## config.mk

```make
export PLATFORM = sky130hd
export DESIGN_NAME = pcs25g_link_ctrl
export DESIGN_NICKNAME = d
export VERILOG_FILES = /design/src/rtl/pcs25g_link_ctrl.sv
export SDC_FILE = /design/constraint.sdc
export NUM_CORES = 1
export LEC_CHECK = 0
export ABC_AREA = 1
export BUFFER_PORTS_ARGS = -buffer_cell sky130_fd_sc_hd__buf_2
export CAP_MARGIN = 25
export CORE_ASPECT_RATIO = 1.25
export CORE_MARGIN = 2
export CORE_UTILIZATION = 30
export CTS_BUF_LIST = sky130_fd_sc_hd__clkbuf_4
export DETAILED_ROUTE_END_ITERATION = 12
export HOLD_SLACK_MARGIN = 0.1
export PLACE_DENSITY = 0.51
export SLEW_MARGIN = 20
export SYNTH_ARGS = -nofsm -noshare
export SYNTH_HDL_FRONTEND = slang
export SYNTH_SLANG_ARGS = --single-unit
```

## constraint.sdc

```tcl
create_clock -name clk -period 4.9 [get_ports clk]
set_clock_uncertainty 0.05 [all_clocks]
set_input_delay 0 -clock clk [delete_from_list [all_inputs] [get_ports clk]]
set_output_delay 0 -clock clk [all_outputs]
set_load 0.005 [all_outputs]
```

## src/rtl/pcs25g_link_ctrl.sv

```systemverilog
// Link bring-up sequencer for the 25G PCS + RS-FEC receive path: block lock, polarity
// correction, AM lock, deskew and FEC alignment, then link_up. All outputs registered.
module pcs25g_link_ctrl #(
  parameter int LANES        = 4,
  parameter int TIMER_W      = 16,
  parameter int LOCK_TIMEOUT = 4095,
  parameter int MAX_RETRY    = 3
) (
  input  logic             clk,
  input  logic             rst_n,
  input  logic             enable,
  input  logic             infer_polar,
  input  logic [LANES-1:0] given_polar,
  input  logic             infer_blocklock,
  input  logic [LANES-1:0] given_blocklock,
  input  logic [LANES-1:0] block_lock,
  input  logic             am_lock,
  input  logic             deskew_done,
  input  logic             bypass_fec,
  input  logic             fec_align,
  output logic [LANES-1:0] polar_inv,
  output logic             lane_rst,
  output logic [2:0]       state,
  output logic             link_up,
  output logic [1:0]       retry_cnt,
  output logic             timeout_err
);

  typedef enum logic [2:0] {
    IDLE        = 3'd0,
    RST_LANES   = 3'd1,
    WAIT_BLOCK  = 3'd2,
    FLIP_POLAR  = 3'd3,
    WAIT_AM     = 3'd4,
    WAIT_DESKEW = 3'd5,
    WAIT_FEC    = 3'd6,
    LINK_UP     = 3'd7
  } state_t;

  localparam logic [TIMER_W-1:0] TIMEOUT_VAL = TIMER_W'(LOCK_TIMEOUT);
  localparam logic [TIMER_W-1:0] TIMER_MAX   = '1;
  localparam logic [1:0]         RETRY_MAX   = 2'(MAX_RETRY);

  state_t             cur_state;
  state_t             nxt_state;
  logic [TIMER_W-1:0] timer;
  logic [LANES-1:0]   eff_lock;
  logic               all_lock;
  logic               timed_out;
  logic               retry_inc;

  assign state     = cur_state;
  assign eff_lock  = infer_blocklock ? block_lock : given_blocklock;
  assign all_lock  = &eff_lock;
  assign timed_out = (timer == TIMEOUT_VAL);

  // NOTE: every signal written here gets a default first, so no path can infer a latch.
  always_comb begin
    nxt_state = cur_state;
    retry_inc = 1'b0;
    if (!enable) begin
      nxt_state = IDLE;
    end else begin
      unique case (cur_state)
        IDLE:       nxt_state = RST_LANES;
        RST_LANES:  nxt_state = WAIT_BLOCK;
        WAIT_BLOCK: begin
          if (all_lock) begin
            nxt_state = WAIT_AM;
          end else if (timed_out) begin
            nxt_state = infer_polar ? FLIP_POLAR : RST_LANES;
            retry_inc = 1'b1;
          end
        end
        FLIP_POLAR: nxt_state = RST_LANES;
        WAIT_AM: begin
          if (!all_lock) begin
            nxt_state = RST_LANES;
          end else if (am_lock) begin
            nxt_state = WAIT_DESKEW;
          end else if (timed_out) begin
            nxt_state = RST_LANES;
            retry_inc = 1'b1;
          end
        end
        WAIT_DESKEW: begin
          if (!all_lock || !am_lock)  nxt_state = RST_LANES;
          else if (deskew_done)       nxt_state = bypass_fec ? LINK_UP : WAIT_FEC;
        end
        WAIT_FEC: begin
          if (!all_lock || !am_lock)  nxt_state = RST_LANES;
          else if (fec_align)         nxt_state = LINK_UP;
        end
        LINK_UP: begin
          if (!all_lock || !am_lock || !deskew_done || (!fec_align && !bypass_fec))
            nxt_state = RST_LANES;
        end
        default:    nxt_state = IDLE;
      endcase
    end
  end

  // NOTE: sequential state uses non-blocking assignments so every register sees pre-edge values.
  always_ff @(posedge clk or negedge rst_n) begin
    if (!rst_n) begin
      cur_state   <= IDLE;
      timer       <= '0;
      polar_inv   <= '0;
      lane_rst    <= 1'b0;
      link_up     <= 1'b0;
      retry_cnt   <= 2'd0;
      timeout_err <= 1'b0;
    end else begin
      cur_state <= nxt_state;
      if (nxt_state != cur_state)  timer <= '0;
      else if (timer != TIMER_MAX) timer <= timer + 1'b1;

      lane_rst <= (nxt_state == RST_LANES);
      link_up  <= (nxt_state == LINK_UP);

      // Locked lanes keep their polarity; only lanes still unlocked are inverted.
      if (cur_state == IDLE && nxt_state == RST_LANES)
        polar_inv <= given_polar;
      else if (cur_state == FLIP_POLAR && nxt_state == RST_LANES)
        polar_inv <= polar_inv ^ ~eff_lock;

      if (nxt_state == IDLE) begin
        retry_cnt   <= 2'd0;
        timeout_err <= 1'b0;
      end else if (nxt_state == LINK_UP) begin
        retry_cnt   <= 2'd0;
      end else if (retry_inc) begin
        if (retry_cnt != RETRY_MAX)            retry_cnt   <= retry_cnt + 2'd1;
        if (retry_cnt >= RETRY_MAX - 2'd1)     timeout_err <= 1'b1;
      end
    end
  end

endmodule

```

# Word level (Yosys, flattened, before mapping)
# Index checks and enable logic that the tools add are counted.
[classes] add_sub_neg=2 order_cmp=1 n_eq_ne=14 n_mux=33 bitwise=2 n_reduce_logical=23
[op_table] operator="3-bit 2-to-1 mux" count=11
[op_table] operator="16-bit 2-to-1 mux" count=2
[op_table] operator="3-bit case mux with 7 select lines" count=1
[op_table] operator="16-bit by 1-bit adder with 16-bit output (second input constant)" count=1
[op_table] operator="16-bit by 12-bit == test with 1-bit output (second input constant)" count=1
[op_table] operator="16-bit != test (second input constant)" count=1
[op_table] operator="3-bit == test (second input constant)" count=5
[op_table] operator="4-bit 2-to-1 mux" count=3
[op_table] operator="1-bit 2-to-1 mux" count=10
[op_table] operator="2-bit 2-to-1 mux" count=5
[op_table] operator="2-bit nonzero test" count=4
[op_table] operator="3-bit by 1-bit == test with 1-bit output (second input constant)" count=2
[op_table] operator="3-bit by 2-bit == test with 1-bit output (second input constant)" count=2
[op_table] operator="3-bit logical NOT" count=2
[op_table] operator="3-bit nonzero test" count=2
[op_table] operator="1-bit logical NOT" count=5
[op_table] operator="4-bit inverter" count=1
[op_table] operator="4-bit AND reduction" count=1
[op_table] operator="4-bit XOR" count=1
[op_table] operator="1-bit logical AND" count=3
[op_table] operator="1-bit logical OR" count=3
[op_table] operator="3-bit != test" count=1
[op_table] operator="3-bit AND reduction" count=1
[op_table] operator="2-bit by 1-bit adder with 2-bit output (second input constant)" count=1
[op_table] operator="other kinds (6)" count=6
[totals] reg_bits=28 inputBits=21 output_inout_bits=12 word_cells=82

# Depth between registers and ports, before layout
# Gate-level depths: netlist (run 1).
[logic_depth] ltp_word=13 mapped_depth=17 mapped_depth_nobuf=16

# Worst setup path after synthesis (run 1)
# OpenSTA, ideal clock, no wires.
[synth_path] kind="register to register" startpoint="register timer[0]" endpoint="register timer[2]" setup_time_ns=0.068 arrival_ns=1.853 t_required_ns=4.782 setup_slack_ns=2.929 stages_incl_launch_ff=18 path_buffers=1 synth_period_minus_slack_ns=1.971 path_cell_list="dfrtp_1 ha_1 nand3_1 inv_2 nand2_4 clkinv_2 nand2_2 nand2_2 nand2_1 nand2_2 nor2_4 nand2_1 nand2_2 nand2_1 nand2_2 nand3_4 buf_12 nor2_4"
[synth_between] elab_chain_len=8 word_cells_on_any_way=14 cone_classes="add/sub (1); eq/ne (3); mux (9); reduce/logical (1)"
[synth_lines] item="start: declaration" line="46" source="logic [TIMER_W-1:0] timer;"
[synth_lines] item="start signal: assignment" line="116" source="else if (timer != TIMER_MAX) timer <= timer + 1'b1;"
[synth_lines] item="16-bit by 12-bit == test with 1-bit output" line="55" source="assign timed_out = (timer == TIMEOUT_VAL);"
[synth_lines] item="3-bit 2-to-1 mux" line="81" source="end else if (timed_out) begin"
[synth_lines] item="3-bit 2-to-1 mux" line="79" source="end else if (am_lock) begin"
[synth_lines] item="3-bit 2-to-1 mux" line="77" source="if (!all_lock) begin"
[synth_lines] item="3-bit case mux with 7 select lines" line="64" source="unique case (cur_state)"
[synth_lines] item="3-bit 2-to-1 mux" line="61" source="if (!enable) begin"
[synth_lines] item="3-bit != test" line="115" source="if (nxt_state != cur_state) timer <= '0;"
[synth_lines] item="16-bit 2-to-1 mux or 2-bit nonzero test (tied branches)"
# Parallel ways exist; a longest one is shown, timed or not. The select of a mux whose other input is x is not followed.
# A chain may end at the register's enable or synchronous reset.

# Worst setup path in the final report (run 1)
[layout_path] startpoint="register timer[0]" endpoint="register polar_inv[3]"
[layout_between] elab_chain_len=9 word_cells_on_any_way=13 cone_classes="eq/ne (2); mux (8); reduce/logical (3)"
[layout_lines] item="16-bit by 12-bit == test with 1-bit output (*)" line="55"
[layout_lines] item="3-bit 2-to-1 mux" line="81"
[layout_lines] item="3-bit 2-to-1 mux" line="79"
[layout_lines] item="3-bit 2-to-1 mux" line="77"
[layout_lines] item="3-bit case mux with 7 select lines (*)" line="64"
[layout_lines] item="3-bit 2-to-1 mux (*)" line="61"
[layout_lines] item="3-bit by 1-bit == test with 1-bit output (*)" line="122, 124"
[layout_lines] item="1-bit logical AND (on tied branches)" line="122, 124"
[layout_lines] item="4-bit 2-to-1 mux or 2-bit nonzero test (tied branches)"
[layout_lines] item="end signal: assignment" line="123" source="polar_inv <= given_polar;"
[layout_lines] item="end signal: assignment" line="125" source="polar_inv <= polar_inv ^ ~eff_lock;"
[layout_lines] item="end: declaration" line="21" source="output logic [LANES-1:0] polar_inv,"
# Mark *: on every way between the ends. The rest lies on a longest branch, timed or not.

==> qor.csv, run 1 <==
metric,value,unit
outcome,"finished, final reports clean",
worst_path_arrival_time,2.96,ns
max_freq,367,MHz
p_per_area,259,nW/µm²
grt_util_all_layers,0.130,
synth_edf_count,0,
worst_pin_slew,0.669,ns
globalRoute.totalOverflow,0,
cts_inserted_buffers,3,
yosysWarnings,0,
switching_share,0.338,
fin_crit,2.72,ns
pwr-share-seq,0.449,
synth_sequential_area_ratio,0.348,
synth_top_flop_cell,sky130_fd_sc_hd__dfrtp_1,
drtPass1Iterations,4,
final_layout_worst_hold_slack,0.111,ns
syn_to_final_growth,20.0,%
cts_tree,done,
die_y,95.6,µm
dpl.cell_count,371,
avgViaCountPerCell,4.49,
nFillCells,714,
clkTransAtPathRegs,0.17,ns
ios,33,
power.total,626,µW
die_area,7380,µm²
placeableCoreArea,6520,µm²
critPathKind,flop to flop,
syn-mean-instance-area,7.89,µm²
number_of_setup_violations_in_the_final_report,0,
power_leakage,1.17,nW
post_synth_inst_count,255,
finalHoldViolCount,0,
initial_antenna_violation_count,0,
finalWorstSetupSlack,2.18,ns
cts.htree.levels,1,
cts.root.buffer_cell,sky130_fd_sc_hd__clkbuf_4,
multiInputGateArea,1150,µm²
critPathRequiredTime,5.14,ns
synth-seq-cells,28,
internal_power,414,µW
ff_latch_area,701,µm²
max_cap_viol_count,0,
number_of_nets_with_antenna_violations_after_routing,0,
layout.cells.non_filler,386,
peakVddDrop,0.146,mV
gp_congestion,0.823,
finalNetCount,324,
n_antenna_cell,0,
placedInstanceArea,2250,µm²
final_min_period_over_clock_period,0.556,
pre_cts_slack,2.54,ns
drtIter0Drc,48,
die_w,77.2,µm
drc,0,
setup_tns,0,ns
clk-insertion-delay-late,0.33,ns
total_half_perimeter_wirelength_after_legalization_and_detailed_placement,3.39,mm
grt_start_max_net_pins,29,
share_comb_of_total_power,0.296,
rows,33,
initial_utilization,0.308,
power.clock.fraction,0.255,
synth_cell_types,35,
final_area,2410,µm²
final_util,0.370,
critical_path.max_fanout,6,
finalMaxSlewViolations,0,
vias,1735,
async_flop_share,1.00,
worst_setup_path_end_kind,flop,
cts.path.max_buffers,2,
layout-drive-gt1-share,0.288,
rsz0062_at_grt,false,
grt_first_pass_wirelength,7.78,mm
first_global_vias,1772,
slew_headroom,0.554,
setup.worst_path.start_class,flop,
clkSinkCount,28,
drt_wl_total,4.38,mm
port-buffer-count,32,
drt-wirelength-per-cell,11.3,µm
syn_area,2010,µm²
p_switching,212,µW
synth_fp_nets,279,
hp-class,input pin to flop,
## critical path, cell delays in order, from the launching register on
cell                            delay (ns)
sky130_fd_sc_hd__dfrtp_1              0.43
sky130_fd_sc_hd__ha_1                 0.20
sky130_fd_sc_hd__nand3_1              0.10
sky130_fd_sc_hd__inv_2                0.09
sky130_fd_sc_hd__nand2_4              0.06
sky130_fd_sc_hd__nor2_4               0.12
sky130_fd_sc_hd__nand3_1              0.09
sky130_fd_sc_hd__nand2_1              0.06
sky130_fd_sc_hd__nand2_1              0.05
sky130_fd_sc_hd__nand2_1              0.06
sky130_fd_sc_hd__nand2_1              0.08
sky130_fd_sc_hd__nor2_2               0.23
sky130_fd_sc_hd__nand2_1              0.12
sky130_fd_sc_hd__nor2_2               0.20
sky130_fd_sc_hd__nand3_1              0.11
sky130_fd_sc_hd__dlygate4sd3_1        0.57
sky130_fd_sc_hd__nand2_1              0.06
## logic make-up (layout without fill, tap and decap cells)
family | count (synthesis) | in the layout | synth area share
muxes | 1 | 1 | 0.00498
buffers and inverters | 38 | 82 | 0.0808
xor gates and xnor gates | 15 | 15 | 0.0690
and+or+nand+nor | 152 | 152 | 0.420
adders and majority gates | 3 | 3 | 0.0187
AOI/OAI and AO/OA | 18 | 18 | 0.0578
DFF | 28 | 28 | 0.348
## cells in the final DEF, fill, tap and decap left out, types with 2 or more instances in the layout
| cell | instances |
|---|---|
| sky130_fd_sc_hd__nand2_1 | 61 |
| sky130_fd_sc_hd__buf_2 | 32 |
| sky130_fd_sc_hd__dfrtp_1 | 28 |
| sky130_fd_sc_hd__inv_1 | 27 |
| sky130_fd_sc_hd__nand3_1 | 20 |
| sky130_fd_sc_hd__nor2_1 | 19 |
| sky130_fd_sc_hd__nor2_4 | 14 |
| sky130_fd_sc_hd__nand2_2 | 12 |
| sky130_fd_sc_hd__dlygate4sd3_1 | 11 |
| sky130_fd_sc_hd__xor2_1 | 10 |
| sky130_fd_sc_hd__o21ai_0 | 9 |
| sky130_fd_sc_hd__inv_2 | 7 |
| sky130_fd_sc_hd__nand4_1 | 7 |
| sky130_fd_sc_hd__nor3_2 | 4 |
| sky130_fd_sc_hd__nor3_1 | 4 |
| sky130_fd_sc_hd__xnor2_1 | 4 |
| sky130_fd_sc_hd__nor2_2 | 3 |
| sky130_fd_sc_hd__ha_1 | 3 |
| sky130_fd_sc_hd__clkbuf_4 | 3 |
| sky130_fd_sc_hd__nand2_4 | 2 |
| sky130_fd_sc_hd__a21oi_1 | 2 |
| sky130_fd_sc_hd__o21bai_1 | 2 |
## sequential cells by signal (all words and copies together), names as in the netlist
signal	flops
state	3
lane_rst	1
timer	16
polar_inv	4
link_up	1
timeout_err	1
retry_cnt	2
## power groups by stage
stage | Clock [mW] | Combinational [mW] | Sequential, mW
after global placement | 0 | 0.177 | 0.285
after global routing | 0.173 | 0.212 | 0.285
after CTS | 0.164 | 0.189 | 0.280
final | 0.160 | 0.185 | 0.281
after detailed placement | 0 | 0.180 | 0.284
after floorplan | 0 | 0.135 | 0.280
## synthesized netlist by cell type (3+ instances only)
| master | instances | share of area |
|---|---|---|
| sky130_fd_sc_hd__dfrtp_1 | 28 | 0.35 |
| sky130_fd_sc_hd__ha_1 | 3 | 0.019 |
| sky130_fd_sc_hd__inv_1 | 27 | 0.050 |
| sky130_fd_sc_hd__inv_2 | 7 | 0.013 |
| sky130_fd_sc_hd__nand2_1 | 61 | 0.11 |
| sky130_fd_sc_hd__nand2_2 | 12 | 0.037 |
| sky130_fd_sc_hd__nand3_1 | 20 | 0.050 |
| sky130_fd_sc_hd__nand4_1 | 7 | 0.022 |
| sky130_fd_sc_hd__nor2_1 | 19 | 0.035 |
| sky130_fd_sc_hd__nor2_2 | 3 | 0.0093 |
| sky130_fd_sc_hd__nor2_4 | 14 | 0.078 |
| sky130_fd_sc_hd__nor3_1 | 4 | 0.010 |
| sky130_fd_sc_hd__nor3_2 | 4 | 0.020 |
| sky130_fd_sc_hd__o21ai_0 | 9 | 0.022 |
| sky130_fd_sc_hd__xnor2_1 | 4 | 0.017 |
| sky130_fd_sc_hd__xor2_1 | 10 | 0.044 |
## final cells by class
cell class              instances  share of cell area
multi-input cells             189               0.476
flip-flops and latches         28               0.290
repair buffers                 43               0.112
inverters                      35              0.0550
well taps                      87              0.0451
clock inverters                 1              0.0124
clock buffers                   3             0.00933
## metal layers
metal,vias up,track usage,part of all wire
met5,-,0,0
met4,0,0.0476,0.024
met3,8,0.0161,0.030
met2,35,0.241,0.51
met1,800,0.154,0.44
li1,892,-,-
## timing repair
action                    CTS  global route
gates resized for setup     0             0
hold buffers               11             0
setup buffers               0             0
hold endpoints to repair   39             0
## path summary, 6_finish.rpt
kind | slack (ns) | from | endpoint | cells after the start
max in group asynchronous | 4.21 | rst_n | timer[0]$_DFFE_PN0P_ | 2
worst max-delay path | 2.18 | timer[0]$_DFFE_PN0P_ | polar_inv[3]$_DFFE_PN0P_ | 16
worst min register to register | 0.46 | timeout_err$_DFFE_PN0P_ | timeout_err$_DFFE_PN0P_ | 2
worst min-delay path | 0.11 | given_blocklock[1] | polar_inv[1]$_DFFE_PN0P_ | 8
worst max register to register | 2.18 | timer[0]$_DFFE_PN0P_ | polar_inv[3]$_DFFE_PN0P_ | 16
min in group asynchronous | 0.16 | rst_n | timer[2]$_DFFE_PN0P_ | 2
Note: power is estimated with default switching activity, not from simulation.
==> run 2, diff against run 1 <==
--- a/config.mk
+++ b/config.mk
@@ -14,7 +14,7 @@
 export CTS_BUF_LIST = sky130_fd_sc_hd__clkbuf_4
 export DETAILED_ROUTE_END_ITERATION = 12
 export HOLD_SLACK_MARGIN = 0.1
-export PLACE_DENSITY = 0.51
+export PLACE_DENSITY = 0.53
 export SLEW_MARGIN = 20
 export SYNTH_ARGS = -nofsm -noshare
 export SYNTH_HDL_FRONTEND = slang
==> constraint.sdc (replaced) <==
create_clock -name clk -period 2.3 [get_ports clk]
set_clock_uncertainty 0.05 [all_clocks]
set_input_delay 0 -clock clk [delete_from_list [all_inputs] [get_ports clk]]
set_output_delay 0 -clock clk [all_outputs]
set_load 0.005 [all_outputs]
==> run 2 against run 1 <==
Final area grew 3.4%; worst hold slack lost 0.018 ns; core utilization rose by 1.3 points; global-route usage fell by 0.79 points; largest power group unchanged; non-clock buffer count is 7 higher; highest routed layer unchanged; flip-flop and latch count unchanged; fmax grew 30%; power increased by 120%; clock-buffer cell count did not move; sequential share of layout area decreased by 0.96 points; worst setup slack lost 2.0 ns.
==> qor.csv, run 2 (synthesized netlist as in run 1, its figures left out) <==
metric,value,unit,change
finalNetCount,331,,was 324
fin_crit,2.09,ns,was 2.72 ns
port-buffer-count,32,,unchanged
layout-drive-gt1-share,0.317,,was 0.288
die_area,7380,µm²,unchanged
critical_path.max_fanout,8,,was 6
rows,33,,unchanged
grt_util_all_layers,0.122,,was 0.130
drtIter0Drc,53,,was 48
slew_headroom,0.573,,was 0.554
timing.critical_path.max_delay_family,simple AND/OR/NAND/NOR gates,,unchanged
mostFrequentLayoutCell,sky130_fd_sc_hd__nand2_1,,unchanged
clk-insertion-delay-late,0.34,ns,was 0.33 ns
flip_flop_count_of_the_largest_register_after_layout,16,,unchanged
layout_common_cells,"sky130_fd_sc_hd__nand2_1, sky130_fd_sc_hd__buf_2, sky130_fd_sc_hd__dfrtp_1, sky130_fd_sc_hd__inv_1, sky130_fd_sc_hd__nand3_1",,unchanged
vias,1725,,was 1735
drt_wl_total,4.21,mm,was 4.38 mm
grt_start_max_net_pins,29,,unchanged
cts.htree.levels,1,,unchanged
timing.reg2reg.worst_path_depth,17,,was 16
initial_utilization,0.308,,unchanged
worst_pin_slew,0.640,ns,was 0.669 ns
ios,33,,unchanged
hp-class,input pin to flop,,unchanged
register_with_the_most_flip_flops,timer,,unchanged
cts_tree,done,,unchanged
final_layout_worst_hold_slack,0.0926,ns,was 0.111 ns
final_area,2500,µm²,was 2410 µm²
critPathBufInv,3,,was 2
setup.worst_path.start_class,flop,,unchanged
gp_congestion,0.856,,was 0.823
initial_antenna_violation_count,0,,unchanged
drtPass1Iterations,4,,unchanged
die_y,95.6,µm,unchanged
slowest_stage,sky130_fd_sc_hd__dfrtp_1,,was sky130_fd_sc_hd__dlygate4sd3_1
finalHoldViolCount,0,,unchanged
total_half_perimeter_wirelength_after_legalization_and_detailed_placement,3.38,mm,was 3.39 mm
max_cap_viol_count,0,,unchanged
clkTransAtPathRegs,0.16,ns,was 0.17 ns
power.total,1.38,mW,was 626 µW
critPathRequiredTime,2.53,ns,was 5.14 ns
worst_path_arrival_time,2.32,ns,was 2.96 ns
peakVddDrop,0.299,mV,was 0.146 mV
number_of_nets_with_antenna_violations_after_routing,0,,unchanged
worst_setup_path_end_kind,flop,,unchanged
clkSinkCount,28,,unchanged
drc,0,,unchanged
outcome,"finished, final reports clean",,unchanged
dpl.cell_count,378,,was 371
cts.path.max_buffers,2,,unchanged
cts_inserted_buffers,3,,unchanged
critical_path_cell_count,17,,was 16
critical_path_s_largest_stage_delay,0.44,ns,was 0.57 ns
globalRoute.totalOverflow,0,,unchanged
power_leakage,1.22,nW,was 1.17 nW
syn_to_final_growth,24.1,%,was 20.0%
number_of_setup_violations_in_the_final_report,0,,unchanged
first_global_vias,1739,,was 1772
grt_first_pass_wirelength,7.23,mm,was 7.78 mm
crit_path_cell_trace,ha_2 -> nand3_1 -> inv_2 -> nand2_4 -> clkinv_2 -> nand2_2 -> nand2_2 -> nand2_1 -> nand2_2 -> nor2_4 -> nand2_1 -> nand2_2 -> nand2_1 -> nand2_2 -> nand3_4 -> clkbuf_16 -> nor2_4,,was ha_1 -> nand3_1 -> inv_2 -> nand2_4 -> nor2_4 -> nand3_1 -> nand2_1 -> nand2_1 -> nand2_1 -> nand2_1 -> nor2_2 -> nand2_1 -> nor2_2 -> nand3_1 -> dlygate4sd3_1 -> nand2_1
cts.root.buffer_cell,sky130_fd_sc_hd__clkbuf_4,,unchanged
critPathKind,flop to flop,,unchanged
avgViaCountPerCell,4.39,,was 4.49
path_common_cell,sky130_fd_sc_hd__nand2_2,,was sky130_fd_sc_hd__nand2_1
die_w,77.2,µm,unchanged
n_antenna_cell,0,,unchanged
placedInstanceArea,2320,µm²,was 2250 µm²
worst_hold_path_cell_count,7,,was 8
finalMaxSlewViolations,0,,unchanged
max_freq,478,MHz,was 367 MHz
drt-wirelength-per-cell,10.7,µm,was 11.3 µm
layout.cells.non_filler,393,,was 386
placeableCoreArea,6520,µm²,unchanged
final_min_period_over_clock_period,0.910,,was 0.556
p_per_area,552,nW/µm²,was 259 nW/µm²
## run 2: routing by layer
metal  GRT usage  vias up  share of wire
met2       0.234       31           0.51
li1            -      907              -
met1       0.137      780           0.44
met3      0.0208        7          0.035
met5           0        -              0
met4      0.0387        0          0.015
## run 2: cell type report
class	count	area (µm²)
multi-input combinational	189	1150
tap	87	109
clock inverter	1	30.0
inverter	35	133
timing repair buffer	50	348
sequential	28	701
clock buffer	3	22.5
fill	701	4030
## run 2: repair_timing
item	CTS	global route
setup buffers	0	1
hold buffers	9	0
hold endpoints to repair	39	0
gates resized for setup	0	2
endpoints found under the setup margin	0	16
## run 2: power by group
part | internal [mW] | switching [mW] | leakage, nW
clock network | 0.176 | 0.156 | 0.0279
registers | 0.543 | 0.0565 | 0.380
logic | 0.206 | 0.241 | 0.814
## run 2: stage by stage
| step | setup TNS [ns] | worst slack [ns] | util |
|---|---|---|---|
| floorplan | 0 | 0.329 | - |
| global placement | 0 | 0.214 | 0.355 |
| detailed placement | 0 | 0.184 | 0.355 |
| CTS | 0 | 0.131 | 0.377 |
| global route | -0.0283 | -0.0133 | 0.383 |
| finish | 0 | 0.208 | 0.383 |
## run 2: worst paths after layout
| check | from | slack, ns | to |
|---|---|---|---|
| min in group asynchronous | rst_n | 0.14 | timer[3]$_DFFE_PN0P_ |
| max in group asynchronous | rst_n | 1.64 | timer[10]$_DFFE_PN0P_ |
| worst min-delay path | given_blocklock[3] | 0.09 | polar_inv[3]$_DFFE_PN0P_ |
| worst min register to register | timeout_err$_DFFE_PN0P_ | 0.46 | timeout_err$_DFFE_PN0P_ |
| worst max-delay path | timer[0]$_DFFE_PN0P_ | 0.21 | timer[10]$_DFFE_PN0P_ |
| worst max register to register | timer[0]$_DFFE_PN0P_ | 0.21 | timer[10]$_DFFE_PN0P_ |
## run 2: worst reg2reg max path: cells and delay by family, from the launching register on
family | cells | cell delay (ns)
buffers and inverters | 3 | 0.34
adder cells (fa/ha/maj) | 1 | 0.20
flip-flops | 1 | 0.44
AND/OR/NAND/NOR | 13 | 1.02
==> run 3, diff against run 2 <==
--- a/config.mk
+++ b/config.mk
@@ -5,7 +5,6 @@
 export SDC_FILE = /design/constraint.sdc
 export NUM_CORES = 1
 export LEC_CHECK = 0
-export ABC_AREA = 1
 export BUFFER_PORTS_ARGS = -buffer_cell sky130_fd_sc_hd__buf_2
 export CAP_MARGIN = 25
 export CORE_ASPECT_RATIO = 1.25
@@ -15,6 +14,7 @@
 export DETAILED_ROUTE_END_ITERATION = 12
 export HOLD_SLACK_MARGIN = 0.1
 export PLACE_DENSITY = 0.53
+export SKIP_LAST_GASP = 1
 export SLEW_MARGIN = 20
 export SYNTH_ARGS = -nofsm -noshare
 export SYNTH_HDL_FRONTEND = slang
==> run 3 against run 2 <==
Global-route usage rose by 2.2 points; synthesized cell count fell by 17%; die area fell by 9.6%; highest routed layer unchanged; first-iteration DRC count rose by 7.5%; flip-flop and latch count did not move; fmax fell by 8.4%; critical path depth fell by 11; sequential power rose by 2%; routed wire length rose by 5.7%.
==> qor.csv, run 3 <==
metric,value,unit,change
yosys.cell_count.top_type,sky130_fd_sc_hd__dfrtp_1,,was sky130_fd_sc_hd__nand2_1
grt_first_pass_wirelength,7.80,mm,was 7.23 mm
syn_to_final_growth,29.6,%,was 24.1%
cts_tree,done,,unchanged
syn-mean-instance-area,8.53,µm²,was 7.89 µm²
hp-class,input pin to flop,,unchanged
async_flop_share,1.00,,unchanged
gp_congestion,0.799,,was 0.856
post_synth_inst_count,212,,was 255
max_cap_viol_count,0,,unchanged
synth_cell_types,44,,was 35
layout.cells.non_filler,337,,was 393
dpl.cell_count,322,,was 378
final_area,2340,µm²,was 2500 µm²
n_antenna_cell,0,,unchanged
drc,0,,unchanged
finalNetCount,297,,was 331
grt_util_all_layers,0.144,,was 0.122
drt-wirelength-per-cell,13.2,µm,was 10.7 µm
placeableCoreArea,5820,µm²,was 6520 µm²
cts.htree.levels,1,,unchanged
first_global_vias,1789,,was 1739
fin_crit,2.29,ns,was 2.09 ns
synth_top_flop_cell,sky130_fd_sc_hd__dfrtp_1,,unchanged
timing.hold.worst_endpoint,polar_inv[3]$_DFFE_PN0P_,,unchanged
post_synth_main_area_contributors,"sky130_fd_sc_hd__dfrtp_1, sky130_fd_sc_hd__nor3_1, sky130_fd_sc_hd__xnor2_1",,"was sky130_fd_sc_hd__dfrtp_1, sky130_fd_sc_hd__nand2_1, sky130_fd_sc_hd__nor2_4"
register_with_the_most_flip_flops,timer,,unchanged
finalHoldViolCount,0,,unchanged
clkTransAtPathRegs,0.15,ns,was 0.16 ns
cts.path.max_buffers,2,,unchanged
die_area,6670,µm²,was 7380 µm²
peakVddDrop,0.279,mV,was 0.299 mV
initial_utilization,0.311,,was 0.308
avgViaCountPerCell,5.29,,was 4.39
clkSinkCount,28,,unchanged
critical_path.max_fanout,8,,unchanged
synth-seq-cells,28,,unchanged
initial_antenna_violation_count,0,,unchanged
total_half_perimeter_wirelength_after_legalization_and_detailed_placement,3.28,mm,was 3.38 mm
port-buffer-count,32,,unchanged
mostFrequentLayoutCell,sky130_fd_sc_hd__buf_2,,was sky130_fd_sc_hd__nand2_1
synth_edf_count,0,,unchanged
layout_common_cells,"sky130_fd_sc_hd__buf_2, sky130_fd_sc_hd__dfrtp_1, sky130_fd_sc_hd__nor2_1, sky130_fd_sc_hd__nor3_1, sky130_fd_sc_hd__buf_4",,"was sky130_fd_sc_hd__nand2_1, sky130_fd_sc_hd__buf_2, sky130_fd_sc_hd__dfrtp_1, sky130_fd_sc_hd__inv_1, sky130_fd_sc_hd__nand3_1"
synth_fp_nets,236,,was 279
synth_sequential_area_ratio,0.387,,was 0.348
crit-reg2reg-capture,timer[2]$_DFFE_PN0P_,,was timer[10]$_DFFE_PN0P_
critPathRequiredTime,2.47,ns,was 2.53 ns
cts_inserted_buffers,3,,unchanged
ios,33,,unchanged
grt_start_max_net_pins,29,,unchanged
die_w,73.5,µm,was 77.2 µm
final_min_period_over_clock_period,0.994,,was 0.910
p_per_area,614,nW/µm²,was 552 nW/µm²
cts.root.buffer_cell,sky130_fd_sc_hd__clkbuf_4,,unchanged
worst_pin_slew,0.648,ns,was 0.640 ns
slew_headroom,0.568,,was 0.573
flip_flop_count_of_the_largest_register_after_layout,16,,unchanged
rrSetupSlack,0.01,ns,was 0.21 ns
hold_path_startpoint,block_lock[3],,was given_blocklock[3]
rsz0062_at_grt,true,,
r2r_start,timer[12]$_DFFE_PN0P_,,was timer[0]$_DFFE_PN0P_
clk-insertion-delay-late,0.32,ns,was 0.34 ns
placedInstanceArea,2180,µm²,was 2320 µm²
synth_commonest_cells,"sky130_fd_sc_hd__dfrtp_1, sky130_fd_sc_hd__nor2_1, sky130_fd_sc_hd__nor3_1, sky130_fd_sc_hd__nand2_1, sky130_fd_sc_hd__nand3_1",,"was sky130_fd_sc_hd__nand2_1, sky130_fd_sc_hd__dfrtp_1, sky130_fd_sc_hd__inv_1, sky130_fd_sc_hd__nand3_1, sky130_fd_sc_hd__nor2_1"
globalRoute.totalOverflow,0,,unchanged
layout-drive-gt1-share,0.236,,was 0.317
finalMaxSlewViolations,0,,unchanged
drtPass1Iterations,4,,unchanged
worst_setup_path_end_kind,flop,,unchanged
max_freq,438,MHz,was 478 MHz
setup.worst_path.start_class,flop,,unchanged
drt_wl_total,4.45,mm,was 4.21 mm
worst_path_arrival_time,2.46,ns,was 2.32 ns
syn_area,1810,µm²,was 2010 µm²
rows,31,,was 33
worst_hold_path_cell_count,4,,was 7
drtIter0Drc,57,,was 53
critPathKind,flop to flop,,unchanged
number_of_nets_with_antenna_violations_after_routing,0,,unchanged
power_leakage,1.01,nW,was 1.22 nW
yosysWarnings,0,,unchanged
vias,1783,,was 1725
die_y,90.8,µm,was 95.6 µm
synthDominantCellAreaShare,0.387,,was 0.348
number_of_setup_violations_in_the_final_report,0,,unchanged
synth.largest_area_cell,sky130_fd_sc_hd__dfrtp_1,,unchanged
timing.reg2reg.worst_path_depth,6,,was 17
outcome,"finished, final reports clean",,unchanged
[run 3: changes by cell type after synthesis, sizes merged, moves of 4 or more]
| cell | before | now |
|---|---|---|
| mux2i | 1 | 5 |
| a21oi | 3 | 10 |
| xnor2 | 4 | 11 |
| xor2 | 11 | 2 |
| nor3 | 8 | 23 |
| nand2 | 75 | 14 |
| nor2 | 37 | 23 |
| nand4 | 7 | 3 |
| nand3 | 22 | 14 |
| inv | 34 | 7 |
| o22a | 0 | 4 |
| a31oi | 1 | 6 |
| and3 | 0 | 4 |
[run 3: through the flow]
step / util / total power [mW] / setup WS (ns) / hold slack [ns] / TNS, ns
finish: 0.403 / 1.44 / 0.0149 / 0.123 / 0
global route: 0.403 / 1.56 / -0.0803 / 0.132 / -1.18
detailed placement: 0.374 / 1.19 / -0.0104 / 0.0143 / -0.0698
global placement: 0.374 / 1.19 / 0.0771 / 0.00970 / 0
CTS: 0.398 / 1.45 / 0.00702 / 0.108 / 0
floorplan: - / 0.978 / 0.0432 / -0.346 / 0
[run 3: what timing repair did]
action	4_1_cts	5_1_grt
hold endpoints to repair	36	0
pin swaps	2	2
gates cloned	1	0
buffers inserted	0	2
setup endpoints to repair	16	17
resized for setup	2	3
hold buffers	9	0
[run 3: area by class of cell]
| class | instances | area [µm²] |
|---|---|---|
| multi-input cells | 171 | 1090 |
| inverters | 7 | 26.3 |
| clock buffers | 3 | 22.5 |
| well taps | 66 | 82.6 |
| repair buffers | 62 | 420 |
| fillers | 586 | 3470 |
| flip-flops and latches | 28 | 701 |
[run 3: worst max-delay path: stages (launching register included)]
cell and delay [ns]:
sky130_fd_sc_hd__dfrtp_1 0.41, sky130_fd_sc_hd__or4_4 0.53, sky130_fd_sc_hd__or4_4 0.46, sky130_fd_sc_hd__o211ai_1 0.27
sky130_fd_sc_hd__nand3_2 0.19, sky130_fd_sc_hd__nand4b_4 0.20, sky130_fd_sc_hd__nor3_1 0.08
[run 3: metal layers]
metal,GRT usage,part of all wire,vias to the layer above
met5,0,0,-
met4,0.0379,0.0058,0
met3,0.0223,0.033,2
met2,0.257,0.52,26
met1,0.173,0.45,848
li1,-,-,907
[run 3: cell families (layout without fill, tap and decap cells)]
group           count (synthesis)  after routing  synth area share
simple gates                  101            102             0.293
compound gates                 48             48             0.172
mux                             5              5            0.0277
xor+xnor                       13             13            0.0629
flops                          28             28             0.387
buf+inv                        14             72            0.0367
fa+ha+maj                       3              3            0.0207
[run 3: how the worst max path moves through the flow]
stage                          start                    to  slack [ns]  cells past startpoint
2_1_floorplan  timer[12]$_DFFE_PN0P_  timer[2]$_DFFE_PN0P_        0.04                      7
3_3_place_gp   timer[12]$_DFFE_PN0P_  timer[8]$_DFFE_PN0P_        0.08                      6
3_5_place_dp   timer[12]$_DFFE_PN0P_  timer[0]$_DFFE_PN0P_       -0.01                      6
4_1_cts        timer[12]$_DFFE_PN0P_  timer[0]$_DFFE_PN0P_       0.007                      6
5_1_grt        timer[12]$_DFFE_PN0P_  timer[4]$_DFFE_PN0P_       -0.08                      6
6_report       timer[12]$_DFFE_PN0P_  timer[2]$_DFFE_PN0P_        0.01                      6
[run 3: where the power goes]
part	switching, mW	internal, mW
Combinational	0.343	0.282
Sequential	0.0574	0.556
Clock	0.141	0.0614
